<file path="src/rtl/serial_subtractor.sv">
// Bit-serial N-bit subtractor, LSB first.
// Each bit goes through two half-subtractor cells; the borrow between bits is held in a register.

module half_subtractor (
  input  logic x,
  input  logic y,
  output logic di,
  output logic bo
);
  assign di = x ^ y;
  assign bo = ~x & y;
endmodule

module serial_subtractor #(
  parameter int unsigned WIDTH = 8
) (
  input  logic             clk,
  input  logic             rst,
  input  logic             start,
  input  logic [WIDTH-1:0] a,
  input  logic [WIDTH-1:0] b,
  output logic [WIDTH-1:0] diff,
  output logic             bout,
  output logic             busy,
  output logic             done
);
  localparam int unsigned CW = $clog2(WIDTH) + 1;
  localparam logic [CW-1:0] LAST = CW'(WIDTH - 1);

  typedef enum logic [1:0] {
    S_IDLE,
    S_RUN,
    S_DONE
  } state_t;

  state_t           state_q;
  logic [WIDTH-1:0] sa_q;
  logic [WIDTH-1:0] sb_q;
  logic [WIDTH-1:0] diff_q;
  logic [WIDTH-1:0] diff_d;
  logic [CW-1:0]    cnt_q;
  logic             br_q;
  logic             br_d;
  logic             bout_q;
  logic             busy_q;
  logic             done_q;

  logic x;
  logic b1;
  logic d;
  logic b2;

  half_subtractor u_hs1 (
    .x  (sa_q[0]),
    .y  (sb_q[0]),
    .di (x),
    .bo (b1)
  );

  half_subtractor u_hs2 (
    .x  (x),
    .y  (br_q),
    .di (d),
    .bo (b2)
  );

  always_comb begin
    br_d   = b1 | b2;
    diff_d = {d, diff_q[WIDTH-1:1]};
  end

  always_ff @(posedge clk) begin
    if (rst) begin
      state_q <= S_IDLE;
      sa_q    <= '0;
      sb_q    <= '0;
      diff_q  <= '0;
      cnt_q   <= '0;
      br_q    <= 1'b0;
      bout_q  <= 1'b0;
      busy_q  <= 1'b0;
      done_q  <= 1'b0;
    end else begin
      case (state_q)
        S_IDLE: begin
          done_q <= 1'b0;
          if (start) begin
            sa_q    <= a;
            sb_q    <= b;
            br_q    <= 1'b0;
            cnt_q   <= '0;
            busy_q  <= 1'b1;
            state_q <= S_RUN;
          end
        end
        S_RUN: begin
          br_q   <= br_d;
          diff_q <= diff_d;
          sa_q   <= {1'b0, sa_q[WIDTH-1:1]};
          sb_q   <= {1'b0, sb_q[WIDTH-1:1]};
          cnt_q  <= cnt_q + 1'b1;
          if (cnt_q == LAST) begin
            bout_q  <= br_d;
            done_q  <= 1'b1;
            state_q <= S_DONE;
          end
        end
        S_DONE: begin
          done_q  <= 1'b0;
          busy_q  <= 1'b0;
          state_q <= S_IDLE;
        end
        default: begin
          done_q  <= 1'b0;
          busy_q  <= 1'b0;
          state_q <= S_IDLE;
        end
      endcase
    end
  end

  assign diff = diff_q;
  assign bout = bout_q;
  assign busy = busy_q;
  assign done = done_q;
endmodule

</file>
<file path="config.mk">
export PLATFORM = sky130hd
export DESIGN_NAME = serial_subtractor
export DESIGN_NICKNAME = d
export VERILOG_FILES = /design/src/rtl/serial_subtractor.sv
export SDC_FILE = /design/constraint.sdc
export NUM_CORES = 1
export LEC_CHECK = 0
export ABC_AREA = 1
export CAP_MARGIN = 20
export CORE_MARGIN = 3
export CORE_UTILIZATION = 35
export CTS_CLUSTER_SIZE = 16
export DETAILED_ROUTE_END_ITERATION = 6
export PLACE_DENSITY = 0.59
export REMOVE_ABC_BUFFERS = 1
export SETUP_SLACK_MARGIN = 0.2
export SYNTH_ARGS = -nofsm -noshare
export SYNTH_HDL_FRONTEND = slang
export SYNTH_SLANG_ARGS = --single-unit
</file>
<file path="constraint.sdc">
create_clock -name clk -period 1.1 [get_ports clk]
set_clock_uncertainty 0.15 [all_clocks]
set_input_delay 0.33 -clock clk [delete_from_list [all_inputs] [get_ports clk]]
set_output_delay 0.33 -clock clk [all_outputs]
set_load 0.1 [all_outputs]
</file>
==> impl_metrics.yaml, run 1 <==
status:
  status: "complete, but fails checks"
  violations: "negative setup slack"
sta:
  rsz0062_at_grt: "true"
  holdWs_ns: 0.298
  clock.fmax_mhz: 770
  setup_tns_ns: -5.69
  worst_slew_pin_slew_ns: 0.215
  hold_violations: 0
  fin_ws_ns: -0.198
  min_period_ns: 1.30
  setup_viol: 44
  slew_violations: 0
  relSlewSlack_pct: 85.5
  min_period_over_period_pct: 118
global_route:
  grt_max_degree: 13
  grt_antenna_before_repair: 0
  grt_pass1_vias: 1527
  grt_overflow: 0
  grt_pass1_wl_mm: 7.10
  grt_use_total_pct: 18.2
detailed_routing:
  route.antenna.remaining_nets: 0
  post-route-drc-count: 0
  totalWireLength_mm: 4.19
  drtIter0Drc: 84
  wire_per_inst_um: 12.7
  vias: 1532
  viasPerCell: 4.64
  first_pass_iters: 4
synthesis:
  syn_area_um2: 1440
  synth_top_area_share_pct: 47.3
  synth.avg_cell_area_um2: 6.76
  synthCells: 213
  synthMostInstantiatedCell: "nand2_1"
  synth-async-reset-ratio_pct: 0
  synthFlopType: "dfxtp_1"
  yosysUniqueCellTypes: 15
  yosys-top-cells-area: "dfxtp_1 47%, nand2_1 16%, nor2_1 13%, nand3_1 7.0%, o21ai_0 4.2%"
  synth_warnings: 0
  ys_ff_latch: 34
  synth-edff-count: 0
  synth_commonest_cells: "61 x nand2_1, 49 x nor2_1, 34 x dfxtp_1"
  synth_area_leader_cell: "dfxtp_1"
  ys_seq_area_share_pct: 47.3
setup_path:
  path_class: "reg -> out"
  cpPeakStageDelay_ns: 0.36
  start_kind: "register"
  crit_chain: "buf_12"
  critPathTopFamily: "flip-flops"
  crit_slowest_cell: "dfxtp_2"
  cp_num_buf_inv: 1
  cp-end-kind: "output port"
  cp.arrival_ns: 0.82
  worst_ep_required_time_ns: 0.62
  cp_max_fo: 2
clock_network:
  clockBufferDepth: 2
  cts_tree: "yes"
  cts_root_buf: "clkbuf_8"
  cts_buffers: 5
  hold_buffers: 0
  cts.htree.levels: 2
  clk_pin_slew_worst_paths_ns: 0.06
  clkSinkCount: 34
  clk_latency_ns: 0.29
power_and_ir_drop:
  peakVddDrop_uv: 747
  p_comb_share_pct: 33.4
  power_density_nw_per_um2: 1320
  clockPowerShare_pct: 25.9
  seq_power_share_pct: 40.7
  internal_power_mw: 2.34
  power_switching_mw: 1.14
  swShare_pct: 32.7
  p_leak_nw: 1.18
  power_mw: 3.48
die:
  io_pins: 30
  dieHeight_um: 70.1
  initial_core_util_pct: 37.9
  die_area_um2: 4920
  fp.coreArea_um2: 3800
  fp.dieW_um: 70.1
  rows: 22
flow_run:
  maxCapViolCount: 0
placement:
  place.gp.congestion: 0.759
  port_buffers: 29
  dp_slack_ns: -0.576
  placedInstanceArea_um2: 2050
  post-place-cells: 306
  dp_hpwl_mm: 2.53
final_layout:
  final.fill_count: 284
  n_antenna_cell: 0
  syn2layout_area_growth_pct: 83.0
  finalInstanceArea_um2: 2630
  postLayoutCoreUtil_pct: 69.3
  drive_above_1_share_pct: 50.7
  final_cells: 330
  final_nets: 304
worst_hold_path:
  hold_path.class: "reg -> reg"
[cells by family (layout without fill, tap and decap cells)]
logic type	after synthesis	count (layout)	synth area share, %
compound gates	18	18	6.35
fa+ha+maj	2	2	2.26
buf+inv	26	95	7.22
flops	34	34	47.3
simple gates	133	133	36.9
[registers in the layout, summed over array words and instances, names as in the netlist]
name and count:
sb_q 8, done 1, bout 1, diff 8, br_q 1, state_q 2
sa_q 8, busy 1, cnt_q 4
[layout by cell type (no fill, tap or decap)]
master           Yosys  layout
a21oi_1              5       1
a21oi_2              0       4
buf_12               0      12
buf_4                0      27
buf_6                0      14
buf_8                0       1
clkbuf_2             0       1
clkbuf_8             0       6
clkdlybuf4s15_2      0       1
clkdlybuf4s50_1      0      16
dfxtp_1             34      16
dfxtp_2              0      15
dfxtp_4              0       3
fa_2                 0       1
ha_4                 0       1
inv_1               16      13
inv_2                1       3
inv_8                0       1
nand2_1             61      32
nand2_2              0      22
nand2_4              0       6
nand2_8              0       1
nand3_1             20      13
nand3_2              0       7
nor2_1              49      43
nor2_2               2       4
nor2_4               0       4
nor3_2               0       1
o21ai_0             12       2
o21ai_1              0       3
o21ai_2              0       6
o21ai_4              0       1
o22ai_2              0       1
[per-layer routing]
metal	global-route usage, %	vias up	wire, um
met4	7.45	0	81
met1	21.9	696	1870
met5	0	-	0
met3	4.03	9	150
met2	31.3	27	2090
li1	-	800	-
[worst paths after layout]
| path | startpoint | endpoint | slack, ns | cells past startpoint |
|---|---|---|---|---|
| worst max-delay path | bout | bout | -0.20 | 1 |
| worst min-delay path | sb_q[4] | sb_q[3] | 0.30 | 2 |
| worst max register to register | sb_q[0] | diff[7] | -0.20 | 4 |
| worst min register to register | sb_q[4] | sb_q[3] | 0.30 | 2 |
[power groups by stage]
stage	clock, mW	combinational [mW]	sequential (mW)
3_3_place_gp	0	0.850	1.42
6_report	0.903	1.16	1.42
5_1_grt	0.969	1.23	1.43
2_1_floorplan	0	0.228	1.64
3_5_place_dp	0	0.853	1.42
4_1_cts	0.924	1.08	1.41
[final cells by class]
type                            instances  area [um2]  area share, %
Multi-Input combinational cell        153         916           34.8
Timing Repair Buffer                   72         792           30.1
Sequential cell                        34         711           27.0
Clock buffer                            6        82.6           3.14
Inverter                               17        71.3           2.71
Tap cell                               48        60.1           2.28
[what timing repair did]
action / CTS / global route
gates cloned: 3 / 0
setup endpoints to repair: 45 / 45
pin swaps: 14 / 24
setup buffers: 10 / 5
gates resized for setup: 102 / 32
Power figures use the tool's default switching activity.
==> run 2: changes to the inputs <==
--- a/config.mk
+++ b/config.mk
@@ -6,7 +6,7 @@
 export NUM_CORES = 1
 export LEC_CHECK = 0
 export ABC_AREA = 1
-export CAP_MARGIN = 20
+export CAP_MARGIN = 40
 export CORE_MARGIN = 3
 export CORE_UTILIZATION = 35
 export CTS_CLUSTER_SIZE = 16
==> results of run 2 <==
No change in the layout: final DEF, timing and power equal those of run 1.
==> run 3: changes to the inputs <==
==> constraint.sdc (replaced) <==
create_clock -name clk -period 1.15 [get_ports clk]
set_clock_uncertainty 0.15 [all_clocks]
set_input_delay 0.345 -clock clk [delete_from_list [all_inputs] [get_ports clk]]
set_output_delay 0.345 -clock clk [all_outputs]
set_load 0.1 [all_outputs]
==> run 3 against run 2 <==
The run still ends with negative setup slack left. Core utilization shrank 2.0 points. First-iteration DRC count shrank 21%. Power shrank 7.8%. Count of clock-buffer cells in the layout grew 1. Register-to-register slack gained 0.04 ns. Sequential power shrank 6%. Design area shrank 2.9%. Sequential share of layout area grew 0.77 points. Clock power shrank 11%. Critical path depth is the same. Combinational power shrank 9%. Via count is essentially flat.
==> impl_metrics.yaml, run 3 (synthesized netlist as in run 1, its figures left out) <==
status:
  status: "complete, but fails checks"
  violations: "negative setup slack"
final_layout:
  final_common_cell: "nand2_1"
  most-common-layout-cells: "43 x nand2_1, 41 x nor2_1, 19 x buf_6, 19 x buf_4, 17 x dfxtp_1"
  finalInstanceArea_um2: 2550
  final_nets: 300
  drive_above_1_share_pct: 44.1
  final_cells: 327
  syn2layout_area_growth_pct: 77.6
  n_antenna_cell: 0
  postLayoutCoreUtil_pct: 67.3
sta:
  min_period_over_period_pct: 114
  slew_violations: 0
  hold_violations: 0
  worst_slew_pin_slew_ns: 0.310
  rsz0062_at_grt: "true"
  fin_ws_ns: -0.166
  setup_viol: 39
  relSlewSlack_pct: 79.3
  min_period_ns: 1.32
  clock.fmax_mhz: 760
placement:
  dp_hpwl_mm: 2.53
  placedInstanceArea_um2: 2050
  place.gp.congestion: 0.759
  port_buffers: 29
  post-place-cells: 306
clock_network:
  clk_pin_slew_worst_paths_ns: 0.07
  cts_tree: "yes"
  clockBufferDepth: 2
  cts_root_buf: "clkbuf_8"
  cts_buffers: 5
  hold_buffers: 0
  clk_latency_ns: 0.28
  clkSinkCount: 34
  cts.htree.levels: 2
power_and_ir_drop:
  power_mw: 3.21
  peakVddDrop_uv: 773
  p_leak_nw: 1.13
  power_density_nw_per_um2: 1260
die:
  rows: 22
  io_pins: 30
  dieHeight_um: 70.1
  fp.coreArea_um2: 3800
  initial_core_util_pct: 37.9
  die_area_um2: 4920
  fp.dieW_um: 70.1
global_route:
  grt_use_total_pct: 18.0
  grtUsageMet1_pct: 22.3
  grt_pass1_vias: 1526
  grt_antenna_before_repair: 0
  grt_pass1_wl_mm: 7.09
  busiest_layer: "met2"
  gr-usage-met2_pct: 30.0
  grt_max_degree: 13
  grt_use_met3_pct: 3.88
  grt_overflow: 0
detailed_routing:
  drtIter0Drc: 66
  first_pass_iters: 4
  vias: 1533
  totalWireLength_mm: 4.04
  route.antenna.remaining_nets: 0
  wire_per_inst_um: 12.4
  viasPerCell: 4.69
  post-route-drc-count: 0
setup_path:
  critPathTopFamily: "flip-flops"
  path_class: "reg -> out"
  cp-end-kind: "output port"
  crit_slowest_cell: "dfxtp_2"
  cp.arrival_ns: 0.82
  cp_max_fo: 3
  cpPeakStageDelay_ns: 0.36
  worst_ep_required_time_ns: 0.65
  cp_num_buf_inv: 1
  crit_chain: "buf_12"
  start_kind: "register"
worst_hold_path:
  hold_path.class: "reg -> reg"
flow_run:
  maxCapViolCount: 0
## run 3: layout make-up
cell class | count | area [um2]
inverters | 17 | 71.3
multi-input cells | 153 | 860
well taps | 48 | 60.1
fillers | 323 | 1240
flip-flops and latches | 34 | 709
repair buffers | 68 | 778
clock buffers | 7 | 76.3
## run 3: power breakdown
part,switching (mW),internal (mW)
registers,0.0747,1.27
clock network,0.392,0.416
logic,0.585,0.475
## run 3: worst paths after layout
kind | start | slack [ns] | to | depth (start not counted)
hold reg to reg | sb_q[4] | 0.30 | sb_q[3] | 2
hold / removal | sb_q[4] | 0.30 | sb_q[3] | 2
setup / recovery | diff[4] | -0.17 | diff[4] | 1
setup reg to reg | state_q[0] | -0.16 | sa_q[0] | 7
## run 3: routing by layer
layer  share of wire (%)  routed length (um)
met1                  44                1760
met2                  50                2030
met3                 4.9                 197
met4                 1.1                  46
met5                   0                   0
## run 3: metrics by stage
step	setup WS, ns	setup TNS, ns	hold WS, ns
finish	-0.166	-3.54	0.297
global route	-0.194	-5.81	0.339
CTS	-0.169	-2.62	0.300
detailed placement	-0.541	-16.68	0.290
global placement	-0.533	-16.63	0.293
floorplan	-0.327	-11.00	0.264
## run 3: repair_timing
item	in CTS	in global routing
buffers inserted	10	2
hold endpoints to repair	0	0
pin swaps	16	12
cloned	2	0
resized for setup	96	23
endpoints found under the setup margin	45	45
